--- config.mk ---
export PLATFORM = sky130hd
export DESIGN_NAME = uart_pkt_deframer
export DESIGN_NICKNAME = d
export VERILOG_FILES = /design/src/rtl/uart_pkt_pkg.sv /design/src/rtl/pkt_idle_timer.sv /design/src/rtl/uart_pkt_deframer.sv
export SDC_FILE = /design/constraint.sdc
export NUM_CORES = 1
export LEC_CHECK = 0
export CORE_UTILIZATION = 41
export DETAILED_ROUTE_END_ITERATION = 10
export SYNTH_ARGS = -nofsm -noshare
export SYNTH_HDL_FRONTEND = slang
export SYNTH_HIERARCHICAL = 1
export SYNTH_SLANG_ARGS = --single-unit
export TNS_END_PERCENT = 100
--- constraint.sdc ---
create_clock -name clk_rx -period 2.4 [get_ports clk_rx]
set_input_delay 0.36 -clock clk_rx [delete_from_list [all_inputs] [get_ports clk_rx]]
set_output_delay 0.36 -clock clk_rx [all_outputs]
set_load 0.01 [all_outputs]
--- src/rtl/uart_pkt_pkg.sv ---
// uart_pkt_pkg: shared types and constants for the UART packet deframer.
// State encoding, default sync marker, checksum width and update helper.
package uart_pkt_pkg;

    typedef enum logic [2:0] {
        ST_HUNT    = 3'd0,
        ST_CMD     = 3'd1,
        ST_LEN     = 3'd2,
        ST_PAYLOAD = 3'd3,
        ST_CHK     = 3'd4
    } pkt_state_t;

    localparam logic [7:0] SYNC_BYTE_DEF = 8'hA5;
    localparam int         CHK_W         = 8;

    function automatic logic [CHK_W-1:0] chk_add(
        input logic [CHK_W-1:0] c,
        input logic [7:0]       b
    );
        return c ^ b;
    endfunction

endpackage

--- src/rtl/pkt_idle_timer.sv ---
// pkt_idle_timer: counts idle clocks while run is high, restarting on clear.
// expired is asserted once LIMIT idle clocks have elapsed.
module pkt_idle_timer #(
    parameter int unsigned LIMIT = 500_000
) (
    input  logic clk,
    input  logic rst,
    input  logic clear,
    input  logic run,
    output logic expired
);

    localparam int W = (LIMIT > 2) ? $clog2(LIMIT) : 1;
    localparam logic [W-1:0] LAST = W'(LIMIT - 1);

    logic [W-1:0] r_cnt;

    // Idle counter: restarts on a pop or outside a packet, holds at the limit
    always_ff @(posedge clk) begin
        if (rst || clear || !run) begin
            r_cnt <= '0;
        end else if (r_cnt != LAST) begin
            r_cnt <= r_cnt + 1'b1;
        end
    end

    assign expired = run && (r_cnt == LAST);

endmodule

--- src/rtl/uart_pkt_deframer.sv ---
// uart_pkt_deframer: recovers SYNC/CMD/LEN/payload/CHK packets from a FWFT FIFO.
// Optional inter-byte idle timeout is built when DEFRAMER_TIMEOUT_EN is defined.
module uart_pkt_deframer
  import uart_pkt_pkg::*;
#(
  parameter logic [7:0]  SYNC_BYTE      = SYNC_BYTE_DEF,
  parameter int unsigned TIMEOUT_CYCLES = 500_000
) (
  input  logic       clk_rx,
  input  logic       rst_clk_rx,
  input  logic [7:0] rx_data,
  input  logic       rx_data_rdy,
  output logic       read_en,
  output logic [7:0] out_data,
  output logic [7:0] out_cmd,
  output logic       out_valid,
  input  logic       out_ready,
  output logic       out_last,
  output logic       pkt_done,
  output logic       pkt_err,
  output logic [7:0] err_cnt
);

  pkt_state_t       r_state;
  pkt_state_t       w_next;
  logic [7:0]       r_cmd;
  logic [7:0]       r_len;
  logic [CHK_W-1:0] r_chk;
  logic [7:0]       r_out_data;
  logic             r_out_valid;
  logic             r_out_last;
  logic             r_done;
  logic             r_err;
  logic [7:0]       r_err_cnt;
  logic             w_read_en;
  logic             w_timeout;
  logic             w_chk_pop;
  logic             w_err_evt;

`ifdef DEFRAMER_TIMEOUT_EN
  pkt_idle_timer #(
    .LIMIT   (TIMEOUT_CYCLES)
  ) u_idle (
    .clk     (clk_rx),
    .rst     (rst_clk_rx),
    .clear   (w_read_en),
    .run     (r_state != ST_HUNT),
    .expired (w_timeout)
  );
`else
  assign w_timeout = 1'b0;
`endif

  always_comb begin
    w_next    = r_state;
    w_read_en = 1'b0;
    if (!rst_clk_rx && !w_timeout && rx_data_rdy) begin
      if (r_state == ST_PAYLOAD) begin
        w_read_en = !r_out_valid || out_ready;
      end else begin
        w_read_en = 1'b1;
      end
    end
    case (r_state)
      ST_HUNT: begin
        if (w_read_en && rx_data == SYNC_BYTE) begin
          w_next = ST_CMD;
        end
      end
      ST_CMD: begin
        if (w_read_en) begin
          w_next = ST_LEN;
        end
      end
      ST_LEN: begin
        if (w_read_en) begin
          w_next = (rx_data == 8'd0) ? ST_CHK : ST_PAYLOAD;
        end
      end
      ST_PAYLOAD: begin
        if (w_read_en && r_len == 8'd1) begin
          w_next = ST_CHK;
        end
      end
      ST_CHK: begin
        if (w_read_en) begin
          w_next = ST_HUNT;
        end
      end
      default: w_next = ST_HUNT;
    endcase
    if (w_timeout) begin
      w_next = ST_HUNT;
    end
  end

  assign w_chk_pop = (r_state == ST_CHK) && w_read_en;
  assign w_err_evt = (w_chk_pop && (rx_data != r_chk)) || w_timeout;

  always_ff @(posedge clk_rx) begin
    if (rst_clk_rx) begin
      r_state <= ST_HUNT;
    end else begin
      r_state <= w_next;
    end
  end

  always_ff @(posedge clk_rx) begin
    if (rst_clk_rx) begin
      r_cmd <= 8'd0;
      r_len <= 8'd0;
      r_chk <= '0;
    end else if (w_read_en) begin
      case (r_state)
        ST_CMD: begin
          r_cmd <= rx_data;
          r_chk <= rx_data;
        end
        ST_LEN: begin
          r_len <= rx_data;
          r_chk <= chk_add(r_chk, rx_data);
        end
        ST_PAYLOAD: begin
          r_len <= r_len - 8'd1;
          r_chk <= chk_add(r_chk, rx_data);
        end
        default: ;
      endcase
    end
  end

  always_ff @(posedge clk_rx) begin
    if (rst_clk_rx) begin
      r_out_valid <= 1'b0;
      r_out_data  <= 8'd0;
      r_out_last  <= 1'b0;
    end else if (r_state == ST_PAYLOAD && w_read_en) begin
      r_out_valid <= 1'b1;
      r_out_data  <= rx_data;
      r_out_last  <= (r_len == 8'd1);
    end else if (out_ready) begin
      r_out_valid <= 1'b0;
      r_out_last  <= 1'b0;
    end
  end

  always_ff @(posedge clk_rx) begin
    if (rst_clk_rx) begin
      r_done    <= 1'b0;
      r_err     <= 1'b0;
      r_err_cnt <= 8'd0;
    end else begin
      r_done <= w_chk_pop;
      r_err  <= w_err_evt;
      if (w_err_evt && r_err_cnt != 8'hFF) begin
        r_err_cnt <= r_err_cnt + 8'd1;
      end
    end
  end

  assign read_en   = w_read_en;
  assign out_data  = r_out_data;
  assign out_cmd   = r_cmd;
  assign out_valid = r_out_valid;
  assign out_last  = r_out_last;
  assign pkt_done  = r_done;
  assign pkt_err   = r_err;
  assign err_cnt   = r_err_cnt;

endmodule

### After elaboration in Yosys (flattened, before gate mapping)

Cells that the tools add are included.

| word-level totals | value |
|---|---|
| output and inout bits | 29 |
| bits of input ports | 12 |
| register bits after elaboration | 47 |

| operators by class | value |
|---|---|
| reduce and logical (&&, ||, !) cells | 20 |
| muxes and demuxes | 14 |
| $add $sub $neg | 2 |
| bitwise logic cells | 1 |
| equal/unequal tests | 13 |

Operators by type and width:

| cell | number |
|---|---|
| $pmux W8 S2 | 2 |
| $mux W3 | 6 |
| $pmux W3 S5 | 1 |
| $ne A2 B2 Y1 const B | 5 |
| $add A8 B1 Y8 const B | 1 |
| $eq A8 B1 Y1 const B | 1 |
| $eq A8 B8 Y1 const B | 1 |
| $logic_not A8 Y1 | 1 |
| $ne A8 B8 Y1 | 1 |
| $ne A8 B8 Y1 const B | 1 |
| $sub A8 B1 Y8 const B | 1 |
| $xor A8 B8 Y8 | 1 |
| $logic_and A1 B1 Y1 | 7 |
| $eq A3 B2 Y1 const B | 2 |
| $reduce_and A2 Y1 | 3 |
| $reduce_bool A2 Y1 | 3 |
| $mux W1 | 5 |
| $reduce_and A5 Y1 | 1 |
| $eq A3 B1 Y1 const B | 1 |
| $eq A3 B3 Y1 const B | 1 |
| $logic_not A3 Y1 | 1 |
| $logic_not A1 Y1 | 2 |
| $reduce_or A2 Y1 | 1 |
| $logic_or A1 B1 Y1 | 1 |

### Longest topological paths before layout

Gate-level depths: netlist of run 1.

| depth | value |
|---|---|
| depth in word-level cells | 7 |
| depth in mapped cells | 8 |

### Worst setup path before layout of run 1

No wires, ideal clock.

| timing path | value |
|---|---|
| path type | input to register |
| from | input rx_data[5] |
| to | register r_err_cnt[4], in the netlist err_cnt[4] |
| stages on the path | 6 |
| library setup time | 0.121 ns |
| arrival time | 1.725 ns |
| buffers on the path | 1 |
| path slack | 0.553 ns |
| path through | buf_2 xor2_1 nor4_2 a211oi_2 and4_1 mux2_4 |

| between the ends | value |
|---|---|
| word-level cells in the longest chain between the ends | 3 |

RTL lines:

| element | RTL line | source |
|---|---|---|
| start, declared | uart_pkt_deframer.sv:11 | `input logic [7:0] rx_data,` |
| $ne A8 B8 Y1 | uart_pkt_deframer.sv:98 | `assign w_err_evt = (w_chk_pop && (rx_data != r_chk)) \|\| w_timeout;` |
| $logic_and A1 B1 Y1 | uart_pkt_deframer.sv:98 |  |
| $logic_and A1 B1 Y1 | uart_pkt_deframer.sv:155 | `if (w_err_evt && r_err_cnt != 8'hFF) begin` |
| end signal, assigned | uart_pkt_deframer.sv:156 | `r_err_cnt <= r_err_cnt + 8'd1;` |
| end, declared | uart_pkt_deframer.sv:34 | `logic [7:0] r_err_cnt;` |

No other way between the ends.
A chain may end at the register's enable or synchronous reset.

### Worst setup path after layout of run 1

| timing path | value |
|---|---|
| from | input rst_clk_rx |
| to | output read_en |

| between the ends | value |
|---|---|
| word-level cells in the longest chain between the ends | 3 |

RTL lines:

| element | RTL line | source |
|---|---|---|
| start, declared | uart_pkt_deframer.sv:10 | `input logic rst_clk_rx,` |
| $logic_not A1 Y1 | uart_pkt_deframer.sv:57 | `if (!rst_clk_rx && !w_timeout && rx_data_rdy) begin` |
| $logic_and A1 B1 Y1 | uart_pkt_deframer.sv:57 |  |
| $mux W1 | uart_pkt_deframer.sv:57 |  |
| end, declared | uart_pkt_deframer.sv:13 | `output logic read_en,` |

No other way between the ends.

==> flow_summary.ini, run 1 <==
[run_status]
status = finished clean

[global_route]
grt_max_degree = 45
antenna_found_initial = 0
grt_first_pass_wirelength_um = 10600
grt_overflow_total = 0
grtUsageTotal = 0.220
grt_pass1_vias = 2157

[timing]
rsz0062_at_grt = false
tightest_slew_ns = 0.603
fin_worst_skew_ns = 0.0115
max_freq_mhz = 464
fin_setup_tns_ns = 0
setup_violations = 0
fin_crit_ns = 2.16
maxSlewHeadroom = 0.596
hold_viol = 0
period_share = 0.898
drv_slew = 0

[power_and_ir_drop]
leakage_nw = 1.10
total_power_w = 0.00137
ir_drop_mv = 0.335
power_density_nw_per_um2 = 455

[floorplanning]
dieHeight_um = 78.9
io_pins = 41
floorplan.initialDensity = 0.432
num_rows = 27
die_area_sq_um = 6220
die_w_um = 78.9
core_sq_um = 5610

[clock_tree]
ctsHoldBuffers = 0
h-tree-depth = 2
clk_latency_ns = 0.31
cts_resized = 0
cts-root-buf = clkbuf_8
cts_buffers = 5
cts_tree = done
cts_setup_buffers = 0
clock_path_buffers = 2
clk_pin_slew_ns = 0.10
clock-sinks = 47

[detailed_routing]
route.detailed.drc = 0
num_vias = 2235
dr.first_iter.drc_count = 148
dr.pass1.iters = 4
wl_per_cell_um = 15.5
viasPerCell = 5.45
ant_nets = 0
finalWirelength_um = 6350

[cells_and_area]
diodes = 0
drive_above_1_share = 0.121
final_core_util = 0.538
fillers = 565
nNetsFinal = 352
areaGrowthSynthToFinish_pct = 24.5

[worst_hold_path]
hold_depth = 2
whs_endpoint = out_data[7]
holdCritStartpoint = out_data[7]
hold_path_class = reg2reg

[yosys]
seq_area_frac_synth = 0.388
syn_area_sq_um = 2420
synthCells = 294
yosysWarnings = 6
async_flop_share = 0
ys_ff_latch = 47
ys.flop_type = dfxtp_1
syn_avg_cell_area_sq_um = 8.24
synth_cell_type_count = 50
syn_nets = 309
synth_edf_count = 0

[placement]
gp_congestion = 0.872
portBuffers = 40
hpwl_um = 4560

[setup_path]
cp_max_fo = 10
critPathKind = in2out
start_kind = primary input
r2r-end = r_len[4]
crit_arrival_ns = 1.80
r2r-start = r_state[1]
r2r_cells = 5
r2r_slack_ns = 0.47
worstSetupEndpointType = output pin
crit_required_ns = 2.04

[job]
max_cap_violations = 0
-- critical path: stages --
cell and delay (ns):
clkdlybuf4s50_1 0.48, nand2b_4 0.24, a21oi_1 0.16, clkdlybuf4s50_1 0.55
-- layout by cell type, fill, tap and decap left out, types with 3 or more instances in the layout --
cell and n:
dfxtp_1 47, nor2_1 41, clkdlybuf4s50_1 40, a21oi_1 32, nand2_1 27, o21ai_0 21
buf_4 18, mux2i_1 11, xor2_1 8, nand2b_1 6, nand3_1 6, nor4_1 6
nor2b_1 5, clkbuf_8 5, inv_1 4, nand3b_1 4, nor2_2 3, nor4_2 3
nor3_1 3, and4b_1 3, nand4_1 3, ha_1 3
-- logic make-up (layout without fill, tap and decap cells) --
family	Yosys count	after routing	synth area share
xor gates and xnor gates	10	10	0.0362
and+or+nand+nor	122	122	0.268
muxes	14	14	0.0609
buffers and inverters	26	70	0.0568
AOI/OAI and AO/OA	72	72	0.175
adders and majority gates	3	3	0.0155
DFF	47	47	0.388
-- worst max-delay path by stage --
stage	startpoint	end	slack [ns]	cells past startpoint
2_1_floorplan	rx_data[5]	err_cnt[4]	0.55	6
3_3_place_gp	rx_data[6]	err_cnt[7]	0.22	6
3_5_place_dp	rst_clk_rx	r_chk[7]	0.18	5
4_1_cts	rst_clk_rx	read_en	0.24	4
5_1_grt	rst_clk_rx	read_en	0.19	4
6_report	rst_clk_rx	read_en	0.24	4
-- metal layers --
layer / track usage / wire length [um] / vias up
li1: - / - / 1119
met1: 0.294 / 2870 / 1049
met5: 0 / 0 / -
met3: 0.0379 / 354 / 9
met4: 0.0800 / 102 / 0
met2: 0.356 / 3020 / 58
-- area by class of cell --
cell class	instances	area, sq um	area share
Clock inverter	3	22.5	0.00747
Timing Repair Buffer	58	536	0.178
Clock buffer	5	68.8	0.0228
Sequential cell	47	941	0.312
Inverter	4	15.0	0.00498
Tap cell	72	90.1	0.0299
Multi-Input combinational cell	221	1340	0.445
-- flip-flops by register name, summed over array words and instances, names as in the netlist --
register / flops
out_data: 8
out_cmd: 8
r_len: 8
out_last: 1
pkt_done: 1
out_valid: 1
err_cnt: 8
r_state: 3
pkt_err: 1
r_chk: 8
-- cells in the mapped netlist, types with 3 or more instances --
master    number  area, sq um
a21oi_1       32          160
and4b_1        3         30.0
buf_2         10         50.1
buf_6          3         33.8
clkbuf_1       7         26.3
dfxtp_1       47          941
ha_1           3         37.5
inv_1          4         15.0
mux2i_1       11          110
nand2_1       27          101
nand2b_1       6         37.5
nand3_1        6         30.0
nand3b_1       4         30.0
nand4_1        3         18.8
nor2_1        41          154
nor2_2         3         18.8
nor2b_1        5         31.3
nor3_1         3         15.0
nor4_1         6         37.5
nor4_2         3         37.5
o21ai_0       21          105
xor2_1         8         70.1
-- power by group --
part	internal (W)	switching, W	leakage (nW)
sequential	0.000779	0.000000178	0.378
combinational	0.0000403	0.0000528	0.671
clock	0.000209	0.000292	0.0485
-- metrics by stage --
step           hold slack, ns  worst slack, ns  cells  area (sq um)
2_1_floorplan           0.470            0.553    294          2420
3_3_place_gp            0.447            0.217    402          2930
3_5_place_dp            0.450            0.178    402          2930
4_1_cts                 0.464            0.239    410          3020
5_1_grt                 0.488            0.192    410          3020
6_report                0.464            0.244    410          3020
(Power assumes the default switching activity.)
==> run 2, diff against run 1 <==
--- a/config.mk
+++ b/config.mk
@@ -7,4 +7,5 @@
 export LEC_CHECK = 0
-export CORE_UTILIZATION = 41
+export CORE_UTILIZATION = 45
 export DETAILED_ROUTE_END_ITERATION = 10
+export PLACE_DENSITY = 0.69
 export SYNTH_ARGS = -nofsm -noshare
==> constraint.sdc (replaced) <==
create_clock -name clk_rx -period 2.4 [get_ports clk_rx]
set_input_delay 0.6 -clock clk_rx [delete_from_list [all_inputs] [get_ports clk_rx]]
set_output_delay 0.6 -clock clk_rx [all_outputs]
set_load 0.01 [all_outputs]
==> flow_summary.ini, run 2 (same netlist as run 1, synthesis figures left out) <==
[run_status]
status = finished clean

[placement]
hpwl_um = 4360
portBuffers = 40
placed_area_sq_um = 2980
dp.cells = 408
gp_congestion = 0.935

[setup_path]
crit_required_ns = 1.80
crit_arrival_ns = 1.66
crit_chain = clkdlybuf4s50_1, nand2b_4, a21oi_1, dlygate4sd2_1
path_buf_inv = 2
slowest_delay_ns = 0.56
start_kind = primary input
critPathSlowestCell = clkdlybuf4s50_1
critPathKind = in2out
cpLargestDelayFamily = buffers and inverters
cp_max_fo = 3
worstSetupEndpointType = output pin

[floorplanning]
die_w_um = 75.4
die_area_sq_um = 5680
io_pins = 41
dieHeight_um = 75.4
core_sq_um = 5140
floorplan.initialDensity = 0.471
num_rows = 26

[detailed_routing]
route.detailed.drc = 0
finalWirelength_um = 6130
num_vias = 2273
ant_nets = 0
viasPerCell = 5.46
dr.first_iter.drc_count = 146
dr.pass1.iters = 4
wl_per_cell_um = 14.7

[clock_tree]
clock-sinks = 47
clock_path_buffers = 2
h-tree-depth = 2
cts_buffers = 5
ctsHoldBuffers = 0
clk_latency_ns = 0.30
cts_tree = done
cts-root-buf = clkbuf_8
clk_pin_slew_ns = 0.09

[timing]
setup_violations = 0
drv_slew = 0
hold_viol = 0
period_share = 0.941
max_freq_mhz = 443
rsz0062_at_grt = false
fin_crit_ns = 2.26
fin_worst_skew_ns = 0.00193
maxSlewHeadroom = 0.636
fin_setup_tns_ns = 0
tightest_slew_ns = 0.542

[cells_and_area]
fin_cells = 416
final_core_util = 0.598
areaGrowthSynthToFinish_pct = 26.8
nNetsFinal = 360
design_area_sq_um = 3070
diodes = 0
final_common_cell = dfxtp_1
fillers = 497
drive_above_1_share = 0.139
mostFrequentLayoutCells = 47 x dfxtp_1, 41 x nor2_1, 39 x clkdlybuf4s50_1

[power_and_ir_drop]
leakage_nw = 1.14
power_density_nw_per_um2 = 445
ir_drop_mv = 0.328

[global_route]
grtUsageTotal = 0.231
antenna_found_initial = 0
grt_overflow_total = 0
grt_first_pass_wirelength_um = 9820
grt_max_degree = 49
grt_pass1_vias = 2106

[worst_hold_path]
hold_path_class = reg2reg

[job]
max_cap_violations = 0
run 2: changes by cell type in the layout (fill, tap and decap cells not counted), sizes merged:
cell / before / now
clkbuf: 5 / 6
buf: 18 / 26
clkdlybuf4s50: 40 / 39
inv: 5 / 4
dlygate4sd2: 0 / 1
run 2: per-stage QoR:
step | worst slack, ns | hold WS (ns) | power, W
6_report | 0.142 | 0.460 | 0.00137
5_1_grt | 0.111 | 0.482 | 0.00142
4_1_cts | 0.133 | 0.463 | 0.00138
3_5_place_dp | -0.143 | 0.450 | 0.000894
3_3_place_gp | -0.151 | 0.447 | 0.000894
2_1_floorplan | 0.313 | 0.470 | 0.000845
run 2: worst min-delay path: cells and delay by family, from the launching register on:
kind,cells,cell delay (ns)
AND/OR/NAND/NOR,1,0.05
AO/OA/AOI/OAI,1,0.05
flip-flops,1,0.32
run 2: layout make-up:
type                            instances  area (sq um)  area share
Sequential cell                        47           941       0.306
Clock buffer                            6          72.6      0.0236
Clock inverter                          2          17.5     0.00570
Timing Repair Buffer                   66           594       0.193
Tap cell                               70          87.6      0.0285
Inverter                                4          15.0     0.00489
Multi-Input combinational cell        221          1340       0.437
run 2: report_power, final:
group | internal (W) | switching (W)
Sequential | 0.000779 | 0.000000134
Clock | 0.000210 | 0.000282
Combinational | 0.0000438 | 0.0000527
Total | 0.00103 | 0.000335
run 2: timing repair:
action	CTS	global route
gates resized for setup	1	0
endpoints found under the setup margin	1	0
hold endpoints to repair	0	0
buffers inserted	0	0
run 2: final timing paths:
path / from / endpoint / slack, ns / depth (start not counted)
worst max register to register: r_len[2] / r_state[0] / 0.59 / 5
worst min register to register: out_data[2] / out_data[2] / 0.46 / 2
worst min-delay path: out_data[2] / out_data[2] / 0.46 / 2
worst max-delay path: rx_data_rdy / read_en / 0.14 / 4
run 2: layer usage:
metal | vias up | track usage | routed length (um)
met1 | 1059 | 0.291 | 2750
li1 | 1132 | - | -
met3 | 12 | 0.0648 | 379
met4 | 0 | 0.0802 | 116
met5 | - | 0 | 0
met2 | 70 | 0.381 | 2880
==> run 3, diff against run 2 <==
SYNTH_HIERARCHICAL = unset   (was 1)
==> results of run 3 <==
The final DEF is identical to that of run 2; final timing and power are the same.
Among the figures that moved: Yosys warning count 6 -> 0
